File: src/rtl/sync_mem_pkg.sv
// Shared types and constants for the synchronous memory family.
// Holds the read-during-write policy enum and the byte-lane width.
package sync_mem_pkg;

  typedef enum logic {
    READ_FIRST,
    WRITE_FIRST
  } rw_mode_e;

  localparam int BYTE = 8;

endpackage

File: src/rtl/sync_dp_mem_if.sv
// Write/read port bundle of the simple dual-port memory.
// The master drives requests; the slave returns registered read data.
interface sync_dp_mem_if
  import sync_mem_pkg::*;
#(
  parameter int ADDR_WIDTH = 4,
  parameter int WIDTH      = 8
);

  logic                    writeEnable;
  logic [ADDR_WIDTH-1:0]   writeAddress;
  logic [WIDTH-1:0]        writeData;
  logic [WIDTH/BYTE-1:0]   byteEnable;
  logic                    readEnable;
  logic [ADDR_WIDTH-1:0]   readAddress;
  logic [WIDTH-1:0]        readData;
  logic                    readValid;

  modport master (
    output writeEnable, writeAddress, writeData, byteEnable,
    output readEnable, readAddress,
    input  readData, readValid
  );

  modport slave (
    input  writeEnable, writeAddress, writeData, byteEnable,
    input  readEnable, readAddress,
    output readData, readValid
  );

endinterface

File: src/rtl/sync_dp_mem.sv
// Simple dual-port synchronous RAM: one byte-masked write port, one read port
// with 1- or 2-cycle fully pipelined latency and a selectable collision policy.
module sync_dp_mem
  import sync_mem_pkg::*;
#(
  parameter int       ADDR_WIDTH   = 4,
  parameter int       WIDTH        = 8,
  parameter int       READ_LATENCY = 1,
  parameter rw_mode_e RW_MODE      = READ_FIRST
) (
  input logic          clk,
  input logic          rstN,
  sync_dp_mem_if.slave bus
);

  localparam int DEPTH  = 2 ** ADDR_WIDTH;
  localparam int NBYTES = WIDTH / BYTE;

  if (READ_LATENCY != 1 && READ_LATENCY != 2) begin : g_bad_latency
    $error("sync_dp_mem: READ_LATENCY must be 1 or 2");
  end
  if (RW_MODE != READ_FIRST && RW_MODE != WRITE_FIRST) begin : g_bad_mode
    $error("sync_dp_mem: RW_MODE must be READ_FIRST or WRITE_FIRST");
  end
  if (WIDTH <= 0 || (WIDTH % BYTE) != 0) begin : g_bad_width
    $error("sync_dp_mem: WIDTH must be a positive multiple of 8");
  end

  logic [WIDTH-1:0] mem [DEPTH];
  logic             wr_en;
  logic [WIDTH-1:0] rd_word;

  // Requests presented while reset is held must not touch the array.
  assign wr_en = bus.writeEnable && rstN;

  // NOTE: the array is deliberately left out of reset so it maps onto block
  // RAM; its contents survive rstN and are undefined after power-up.
  always_ff @(posedge clk) begin
    if (wr_en) begin
      for (int i = 0; i < NBYTES; i++) begin
        if (bus.byteEnable[i]) begin
          mem[bus.writeAddress][i*BYTE +: BYTE] <= bus.writeData[i*BYTE +: BYTE];
        end
      end
    end
  end

  // Stage-1 read word; WRITE_FIRST overlays the bytes being written this cycle.
  always_comb begin
    rd_word = mem[bus.readAddress];
    if (RW_MODE == WRITE_FIRST && wr_en && bus.writeAddress == bus.readAddress) begin
      for (int i = 0; i < NBYTES; i++) begin
        if (bus.byteEnable[i]) begin
          rd_word[i*BYTE +: BYTE] = bus.writeData[i*BYTE +: BYTE];
        end
      end
    end
  end

  if (READ_LATENCY == 1) begin : g_lat1

    // NOTE: sequential state uses non-blocking assignments so every flop
    // samples its inputs from before the edge, independent of block order.
    always_ff @(posedge clk or negedge rstN) begin
      if (!rstN) begin
        bus.readData  <= '0;
        bus.readValid <= 1'b0;
      end else begin
        bus.readValid <= bus.readEnable;
        if (bus.readEnable) begin
          bus.readData <= rd_word;
        end
      end
    end

  end else begin : g_lat2

    logic [WIDTH-1:0] s1_data;
    logic             s1_valid;

    // Capture happens at the accepting edge, so a write one cycle later
    // cannot leak into this result.
    always_ff @(posedge clk) begin
      if (bus.readEnable) begin
        s1_data <= rd_word;
      end
    end

    always_ff @(posedge clk or negedge rstN) begin
      if (!rstN) begin
        s1_valid      <= 1'b0;
        bus.readData  <= '0;
        bus.readValid <= 1'b0;
      end else begin
        s1_valid      <= bus.readEnable;
        bus.readValid <= s1_valid;
        if (s1_valid) begin
          bus.readData <= s1_data;
        end
      end
    end

  end

endmodule

File: src/flat_wrapper.sv
// flat-port wrapper written by rule: the top's interface ports become plain ports
module sync_dp_mem_flat import sync_mem_pkg::*;
#(
  parameter int       ADDR_WIDTH   = 4,
  parameter int       WIDTH        = 8,
  parameter int       READ_LATENCY = 1,
  parameter rw_mode_e RW_MODE      = READ_FIRST
)
  (clk, rstN, bus_writeEnable, bus_writeAddress, bus_writeData, bus_byteEnable, bus_readEnable, bus_readAddress, bus_readData, bus_readValid);
  sync_dp_mem_if #(.ADDR_WIDTH(ADDR_WIDTH), .WIDTH(WIDTH)) bus_i ();
  input logic clk;
  input logic rstN;
  input wire logic [$bits(bus_i.writeEnable)-1:0] bus_writeEnable;
  input wire logic [$bits(bus_i.writeAddress)-1:0] bus_writeAddress;
  input wire logic [$bits(bus_i.writeData)-1:0] bus_writeData;
  input wire logic [$bits(bus_i.byteEnable)-1:0] bus_byteEnable;
  input wire logic [$bits(bus_i.readEnable)-1:0] bus_readEnable;
  input wire logic [$bits(bus_i.readAddress)-1:0] bus_readAddress;
  output wire logic [$bits(bus_i.readData)-1:0] bus_readData;
  output wire logic [$bits(bus_i.readValid)-1:0] bus_readValid;
  assign bus_i.writeEnable = bus_writeEnable;
  assign bus_i.writeAddress = bus_writeAddress;
  assign bus_i.writeData = bus_writeData;
  assign bus_i.byteEnable = bus_byteEnable;
  assign bus_i.readEnable = bus_readEnable;
  assign bus_i.readAddress = bus_readAddress;
  assign bus_readData = bus_i.readData;
  assign bus_readValid = bus_i.readValid;
  sync_dp_mem #(.ADDR_WIDTH(ADDR_WIDTH), .WIDTH(WIDTH), .READ_LATENCY(READ_LATENCY), .RW_MODE(RW_MODE)) u_core (.clk(clk), .rstN(rstN), .bus(bus_i));
endmodule
File: config.mk
export PLATFORM = sky130hd
export DESIGN_NAME = sync_dp_mem_flat
export DESIGN_NICKNAME = d
export VERILOG_FILES = /design/src/rtl/sync_mem_pkg.sv /design/src/rtl/sync_dp_mem_if.sv /design/src/rtl/sync_dp_mem.sv /design/src/flat_wrapper.sv
export SDC_FILE = /design/constraint.sdc
export NUM_CORES = 1
export LEC_CHECK = 0
export CORE_UTILIZATION = 60
export CTS_CLUSTER_DIAMETER = 60
export CTS_CLUSTER_SIZE = 10
export DETAILED_ROUTE_END_ITERATION = 6
export PLACE_DENSITY = 0.8
export SLEW_MARGIN = 20
export SYNTH_ARGS = -nofsm -noshare
export SYNTH_HDL_FRONTEND = slang
export SYNTH_SLANG_ARGS = --single-unit
File: constraint.sdc
create_clock -name clk -period 3.15 [get_ports clk]
set_input_delay 0.63 -clock clk [delete_from_list [all_inputs] [get_ports clk]]
set_output_delay 0.63 -clock clk [all_outputs]
set_load 0.05 [all_outputs]
==> run metrics <==
fin crit share=73.9%; post-layout util=73.7%; Final nets=319; post-route insts no fill=approximately 420; Seq/Total Area, Yosys=about three quarters; # IOs=30; Post-Route WL=10,800 um; die area=0.00932 mm2; FFs w/ async S/R, synth=around 6.6%; Reg area=0.00407 mm2; CTS tree=yes; vias in the first global route=2,586; syn_nets=~260; placed inst area=0.00583 mm2; final setup TNS=0 ps; Reg clk slew, reported paths=60 ps; Post-Place Cells=387; final setup margin=822 ps; Critical Path Fanout Max=2; critical path type=flop to primary output; post-CTS setup buffers=0; GR Overflow Total=0; CP max-delay cell=clkdlybuf4s50_1; count of hold-fix buffers inserted at cts=0; Yosys warnings=0; All-Layer GR Usage=around a quarter; Final Wtd Congestion=around 0.8; FILL cells=483; CP Capture Type=primary output; antenna violations before repair=0; footprint of the multi-input gates=0.00116 mm2; Detailed Routing Iterations Pass 1=5; pre-CTS WS=559 ps; CTS buffer count=17; later-pin clock latency in the skew report=520 ps; area grow syn2layout=19.3%; via count=2,705; Data arrival, critical path=1700 ps; max_cap viols=0; TritonCTS Sinks=137; Initial Util=~62%; crit path time final=~2300 ps; CTS root buf=clkbuf_8; Main synth FF type=edfxtp_1; Port-buffer cells=29; die width=96.5 um; slew margin rel.=about half; unrepaired setup endpoints after global routing=false; Synth cell types=23; Setup Viol. Count Final=0; Bufs and invs on worst path=1; Cell Chain, Critical Path=clkdlybuf4s50_1; WL per Instance=25.8 um; count leader, synth=edfxtp_1; CP peak stage delay=about 820 ps; Clock Skews=12.5 ps; first-pass GRT wire length=15,800 um; Die Height=96.5 um; IR drop worst, VDD=0.000467 V; ANT nets after route=0; top cells by count, synth=edfxtp_1, mux4_2, nor2_1; cell family with most CP delay=buffers and inverters; Max Slew Vio Count=0; Critical Path RT=2520 ps; CTS H-tree depth=4; Min-Delay Path Class=input port to async pin; largest area contributor in the netlist=edfxtp_1; Worst Tran Pin Value=around 740 ps; num rows=34; Fin. Hold Viols=0; Synth Instances=242; Post-CTS Resized=0; via/cell ratio=6.46; Setup crit start kind=flop; largest net degree at the start of global routing=25; #FFs+latches synth=137; Yosys top cell area share=71.7%; Lkg Pwr=around 2.1 nW; status=finished clean; Final Total Pwr=4.18 mW; layout cell share with drive strength beyond 1=29.3%; EDFF count, synth=128; synthesized area=0.00536 mm2; core area=0.00868 mm2; DRC Markers=0; fmax=429 MHz; Area contributors post-synth=edfxtp_1, mux4_2, dfrtp_1, mux4_1, a221oi_2; dpl hpwl=6280 um; finished layout cell area=0.00640 mm2; number of diodes=0; power per cell area=between 600 and 700 mW/mm2; Initial DRC Count=roughly 280; worst hold margin=495 ps; deepest clock path buffer count=2; syn_area_per_cell=22.2 um2
==> layer usage <==
layer  vias up  wire length (um)  GRT usage, %
met2       155              5280          38.2
li1       1135                 -             -
met5         -                 0             0
met1      1397              4440          36.1
met4         0               265          13.6
met3        18               815          6.49
==> cells by family after synthesis <==
| family | after synthesis | synth area share, % |
|---|---|---|
| flops | 137 | 75.9 |
| mux | 40 | 15.4 |
| simple gates | 35 | 3.08 |
| compound gates | 16 | 3.29 |
| buf+inv | 14 | 2.40 |
==> layout by cell type, fill, tap and decap left out, types with 2 or more instances in the layout <==
cell / count
a221oi_2: 8
buf_4: 21
bufinv_16: 2
clkbuf_16: 16
clkdlybuf4s50_1: 28
clkinv_2: 3
clkinv_4: 2
clkinvlp_4: 4
dfrtp_1: 9
edfxtp_1: 128
inv_6: 3
mux2i_1: 8
mux4_1: 6
mux4_2: 26
nand2b_1: 3
nand3b_1: 2
nor2_1: 20
nor3_1: 4
o22ai_1: 7
==> path summary, 6_finish.rpt <==
check | startpoint | to | slack [ps] | cells after the start
worst max register to register | u_core.mem[8][6]$_DFFE_PP_ | u_core.bus.readData[6]$_DFFE_PN0P_ | 1720 | 3
worst min-delay path | rstN | u_core.bus.readValid$_DFF_PN0_ | 490 | 2
min in group clk | u_core.bus.readData[1]$_DFFE_PN0P_ | u_core.bus.readData[1]$_DFFE_PN0P_ | 580 | 2
worst min register to register | u_core.bus.readData[1]$_DFFE_PN0P_ | u_core.bus.readData[1]$_DFFE_PN0P_ | 580 | 2
worst max-delay path | u_core.bus.readData[7]$_DFFE_PN0P_ | bus_readData[7] | 820 | 1
max in group asynchronous | rstN | u_core.bus.readData[7]$_DFFE_PN0P_ | 2490 | 2
==> registers in the layout, indices dropped and copies added, names as in the netlist <==
name,cells
u_core.mem,128
u_core.bus.readData,8
u_core.bus.readValid,1
==> where the power goes <==
| part | internal (mW) | switching [mW] | total (mW) | leakage [nW] |
|---|---|---|---|---|
| Combinational | 0.114 | 0.165 | 0.279 | 0.609 |
| Sequential | 2.02 | 0.0117 | 2.03 | 1.25 |
| Clock | 1.13 | 0.742 | 1.87 | 0.268 |
==> worst reg2reg max path, stage by stage (launching register included) <==
cell and delay, ps:
edfxtp_1 360, mux4_1 520, o22ai_1 290, a221oi_2 110
==> area by class of cell <==
cell class	count	area share, %
timing repair buffer	51	7.24
clock buffer	18	6.53
multi-input combinational	91	18.2
clock inverter	14	2.33
sequential	137	63.6
tap	108	2.11
(Power assumes the default switching activity.)
